==> src/rtl/brrcv.sv <==
// Boot-register broadcast receiver.
// Captures a fixed index window of broadcast words and validates ordering.
module brrcv #(
  parameter int BRC   = 128,
  parameter int BRCW  = $clog2(BRC),
  parameter int BRDW  = 256,
  parameter int IDXLO = 1,
  parameter int IDXN  = 3
) (
  input  logic                      clksys,
  input  logic                      sysresetn,
  input  logic                      hold,
  input  logic                      brvld,
  input  logic [BRCW-1:0]           bridx,
  input  logic [BRDW-1:0]           brdat,
  input  logic                      brdone,
  output logic                      brready,
  output logic [IDXN-1:0][BRDW-1:0] cfgdat,
  output logic                      cfgvld,
  output logic [31:0]               cfgsig,
  output logic                      brerr,
  output logic [1:0]                errcode
);

  localparam logic [BRCW-1:0] LO  = BRCW'(IDXLO);
  localparam logic [BRCW-1:0] HI  = BRCW'(IDXLO + IDXN - 1);
  localparam logic [BRCW-1:0] TOP = BRCW'(BRC - 1);

  typedef enum logic [1:0] {
    S_WAIT,
    S_CAPT,
    S_DONE,
    S_FAIL
  } st_t;

  st_t             st;
  logic [BRCW-1:0] nxt;
  logic [BRCW-1:0] nxtin;
  logic            act;
  logic            v;
  logic            inwin;
  logic            seqe;
  logic            prote;
  logic            misse;
  logic            cap;
  logic            fin;

  function automatic logic [31:0] fold(
    input logic [BRDW-1:0] d
  );
    logic [31:0] f;
    f = '0;
    for (int i = 0; i < BRDW / 32; i++)
      f ^= d[i*32 +: 32];
    return f;
  endfunction

  always_comb begin
    act   = (st == S_WAIT) || (st == S_CAPT);
    v     = act && brvld;
    inwin = 1'b0;
    for (int k = 0; k < IDXN; k++)
      if (bridx == BRCW'(IDXLO + k))
        inwin = 1'b1;
    seqe  = v && (bridx != nxt);
    prote = v && !brready;
    cap   = v && inwin && !seqe;
    // A completing word wins over a same-cycle brdone.
    fin   = v && (bridx == HI) && !seqe && !prote;
    misse = act && brdone && !fin;
    nxtin = (bridx == TOP) ? TOP : bridx + 1'b1;
  end

  always_ff @(posedge clksys or negedge sysresetn) begin
    if (!sysresetn) begin
      st      <= S_WAIT;
      nxt     <= '0;
      brready <= 1'b0;
      cfgdat  <= '0;
      cfgvld  <= 1'b0;
      cfgsig  <= '0;
      brerr   <= 1'b0;
      errcode <= 2'd0;
    end else begin
      brready <= ~hold;
      if (v)
        nxt <= nxtin;
      if (cap) begin
        for (int k = 0; k < IDXN; k++)
          if (bridx == BRCW'(IDXLO + k))
            cfgdat[k] <= brdat;
        cfgsig <= {cfgsig[30:0], cfgsig[31]}
                ^ fold(brdat);
      end
      if (seqe || prote || misse) begin
        st    <= S_FAIL;
        brerr <= 1'b1;
        if (seqe)
          errcode <= 2'd1;
        else if (prote)
          errcode <= 2'd3;
        else
          errcode <= 2'd2;
      end else if (fin) begin
        st     <= S_DONE;
        cfgvld <= 1'b1;
      end else if (st == S_WAIT && v && bridx == LO) begin
        st <= S_CAPT;
      end
    end
  end

endmodule

==> config.mk <==
export PLATFORM = sky130hd
export DESIGN_NAME = brrcv
export DESIGN_NICKNAME = d
export VERILOG_FILES = /design/src/rtl/brrcv.sv
export SDC_FILE = /design/constraint.sdc
export NUM_CORES = 1
export LEC_CHECK = 0
export BUFFER_PORTS_ARGS = -buffer_cell sky130_fd_sc_hd__buf_4
export CAP_MARGIN = 20
export CORE_AREA = 10 10 404 406
export CTS_CLUSTER_DIAMETER = 30
export CTS_CLUSTER_SIZE = 12
export DETAILED_ROUTE_END_ITERATION = 16
export DIE_AREA = 0 0 414 416
export PLACE_DENSITY_LB_ADDON = 0.05
export SYNTH_ARGS = -nofsm -noshare
export SYNTH_HDL_FRONTEND = slang
export SYNTH_SLANG_ARGS = --single-unit
==> constraint.sdc <==
create_clock -name clksys -period 1.75 [get_ports clksys]
set_input_delay 0.0875 -clock clksys [delete_from_list [all_inputs] [get_ports clksys]]
set_output_delay 0.0875 -clock clksys [all_outputs]
set_load 0.01 [all_outputs]
==> out/summary.md <==
The maximum root-to-sink buffer count is 4. The worst register-to-register path begins at nxt[5]. The type of the worst setup path was reg -> reg. STA classifies the critical path endpoint as a register.

For this run, the leading register cell type out of synthesis is sky130_fd_sc_hd__dfrtp_1. The mapped netlist covers 32900 um2. The critical path startpoint category is a register. The number of maximum-capacitance violations is 0. The tools report the number of hold violations in the final report as 0.

Global routing finished with a remaining overflow of 0. The fill cell total of the finished layout is 14900. The worst endpoint required time was 2440 ps; the largest stage delay on the critical path was 400 ps. The cell count after synthesis was 1998; the post-synthesis sequential area ratio was 0.619. The setup slack after layout is -255 ps. The logs give 796 for the count of final setup violators and 172000 um2 for the die footprint. Routability-driven placement finished with a final weighted congestion of 0.800.

The highest attainable clock frequency came out at 499 MHz. The number of antenna violations at the first check in global routing is 8. The initial standard-cell utilization of the core came out at 0.212. Across the VDD grid, the largest voltage drop is 799 uV. In this run the count of I/O pins placed on the die edge is 1073. The run gives 4 as the number of detailed-routing iterations run before antenna repair.

Entering global routing, the biggest net connects 85 pins. A synthesized cell averages 16.4 um2. The clock edge transition at the registers on the reported setup and hold paths is 40 ps. Before CTS, the worst setup slack after placement is -367 ps.

The final wirelength is 164000 um. Setup repair after global routing could not meet its margin everywhere. For flop-to-flop paths, the worst setup slack is -250 ps. The logs give 0 for the number of nets still failing antenna checks after routing and 2269 for the net count of the mapped netlist. TritonCTS built the clock tree.

The post-route fraction of the period consumed by the critical path is 1.15, and the area of placed instances is 44800 um2. The critical path goes through xnor2_2 -> and4_4 -> buf_4 -> nand4_4 -> buf_12 -> buf_12 -> mux2_2. For the pin with the worst max-slew slack, the measured transition is 707 ps.

The floorplan step defined a core boundary enclosing 155000 um2. The root cell of the clock tree was sky130_fd_sc_hd__clkbuf_16. In this run, CTS created clock tree buffers numbering 289.

The proportion of synthesized flip-flops having asynchronous set or reset was 1.00. The design draws 71.9 mW. For this design the static power due to leakage is 31.0 nW. After the first detailed-routing iteration, the DRC count stood at 975.

The run gives 59300 um2 as the post-layout instance area. Counting flops and latches in the post-synthesis netlist gives 813. The worst reg2reg path depth is 7.

Power spread over the standard cell area amounts to 1210 nW/um2. The clock latency of the later-clocked register in the worst-skew pair came out at 890 ps. In this design, the largest share of critical-path delay is due to buffers and inverters.

The final cell utilization of the core is 0.382, and the wire length per cell after detailed routing is 26.8 um. The logs give 0.181 for the overall global routing resource usage and 0 for the number of warning messages in the yosys log. The number of global-route vias before repair is 28700, and the floorplan die width is 414 um.

The buffer and inverter count on the worst path came out at 3. The flow ran to the end, but the final reports show violations. Input and output buffers added on the ports amount to 1072. The tools report the endpoint of the lowest-slack register-to-register path as cfgdat[744]. In the routed design, unresolved DRC markers number 0.

Critical-path cell with the highest stage delay: sky130_fd_sc_hd__dfrtp_1. From bottom edge to top edge, the die measures 416 um. The number of enable flip-flop cells after synthesis works out to 0. Of all cell types, the one taking the most synthesized area is sky130_fd_sc_hd__dfrtp_1. Counting every sink on the clock net gives 813.

The synthesized netlist contains 33 unique library cells. Of all nets on the critical path, the largest fanout is 18. Sorting the synthesized cells by area gives the leading types as sky130_fd_sc_hd__dfrtp_1 (62%), sky130_fd_sc_hd__mux2_2 (27%), sky130_fd_sc_hd__xnor2_1 (4.5%), sky130_fd_sc_hd__xnor3_1 (2.2%), sky130_fd_sc_hd__buf_4 (1.7%).

The wire-length estimate of the detail-placed layout is 121000 um. CTS built an H-tree with a depth of 5. The routed layout has 24800 vias. Wire length of the first global-routing pass: 225000 um. The min-delay analysis places its worst path in the category in -> async. The signed area change from the synthesized netlist to the final layout was 80.6%. Across the routed clock network, the largest skew measured is 88.8 ps.

For the worst setup path, the data arrival time is 2700 ps. The share of final-layout standard cells stronger than drive strength 1 was 0.626. The number of rows in the core area came out at 145. The final reports fail on negative setup slack. The per-cell via count in the routed design is 4.06, and the number of pins with negative max-slew slack in the final report is 0. The area fraction of the dominant cell type after synthesis was 0.619.

The net count reported at finish came out at 4117. Counting stages on the worst path, the most repeated cell is sky130_fd_sc_hd__buf_12. The relative slew slack was 0.525; the clock period minus final worst setup slack was 2000 ps.
==> routing by layer <==
metal,track usage,wire [um],vias up
li1,-,-,10900
met1,0.196,62600,12700
met2,0.320,83200,906
met3,0.0665,12000,285
met4,0.0688,5710,2
met5,0,13,-
==> cell families after synthesis <==
logic type      count (synthesis)  synth area share
xor+xnor                      235            0.0760
simple gates                   38           0.00727
mux                           800             0.274
flops                         813             0.619
buf+inv                        95            0.0197
fa+ha+maj                       3           0.00114
compound gates                 14           0.00267
==> flip-flops by register name, summed over array words and instances, names as in the netlist <==
register,count
brready,1
brerr,1
cfgsig,32
cfgvld,1
cfgdat,768
errcode,2
nxt,7
st,1
==> cells in the mapped netlist (all sizes together), types with 2 or more instances <==
cell type	n
nand3	4
nand4	4
nand2	3
xnor2	170
ha	3
mux2	800
nor4	3
nor2	10
buf	87
nor3	4
a21oi	8
xor2	33
dfrtp	813
inv	7
nand2b	2
nor2b	2
xnor3	32
==> worst min-delay path, delay by kind of cell <==
kind | cells | cell delay [ps]
buffers and inverters | 3 | 1150
==> metrics by stage <==
stage	TNS (ps)	hold slack, ps	instances
2_1_floorplan	-1880	-208	1998
3_3_place_gp	-254790	62.8	5202
3_5_place_dp	-231320	64.1	5202
4_1_cts	-124770	0.0609	6087
5_1_grt	-168660	16.2	6105
6_report	-110100	34.6	6106
==> final cells by class <==
class                           instances  area, um2  share of cell area
Clock inverter                         79       1010              0.0170
Clock buffer                          410       8350               0.141
Timing Repair Buffer                 1645      14900               0.252
Multi-Input combinational cell       1090      12100               0.203
Inverter                                7       26.3            0.000443
Tap cell                             2058       2570              0.0434
Sequential cell                       813      20300               0.343
Antenna cell                            4       10.0            0.000169
==> power breakdown <==
group	internal (mW)	switching, mW
registers	18.9	0.0242
logic	1.97	1.96
clock network	35.5	13.5
total	56.4	15.5
==> cell usage in the layout (no fill, tap or decap), types with 28 or more instances in the layout <==
cell / count
sky130_fd_sc_hd__xor2_1: 33
sky130_fd_sc_hd__buf_16: 28
sky130_fd_sc_hd__clkbuf_8: 58
sky130_fd_sc_hd__buf_4: 1160
sky130_fd_sc_hd__clkbuf_1: 59
sky130_fd_sc_hd__mux2_2: 767
sky130_fd_sc_hd__clkinv_2: 41
sky130_fd_sc_hd__buf_12: 55
sky130_fd_sc_hd__dlygate4sd3_1: 358
sky130_fd_sc_hd__xnor2_1: 163
sky130_fd_sc_hd__dfrtp_1: 813
sky130_fd_sc_hd__xnor3_1: 32
sky130_fd_sc_hd__clkbuf_16: 306
sky130_fd_sc_hd__mux2_4: 33
==> worst max path at each step <==
| stage | slack [ps] | startpoint | to | cells past startpoint |
|---|---|---|---|---|
| after floorplan | -60 | nxt[4] | cfgsig[10] | 5 |
| after global placement | -410 | nxt[5] | cfgdat[392] | 6 |
| after detailed placement | -370 | nxt[5] | cfgdat[458] | 6 |
| after CTS | -240 | st[1] | cfgdat[393] | 8 |
| after global routing | -310 | st[1] | cfgdat[426] | 8 |
| final | -250 | nxt[5] | cfgdat[744] | 7 |
==> timing repair <==
item,CTS,global route
hold buffers,359,0
pin swaps,6,11
resized for setup,79,49
buffers inserted,19,7
hold endpoints to repair,1606,0
endpoints found under the setup margin,801,801
cloned,18,14
Power figures use the tool's default switching activity.
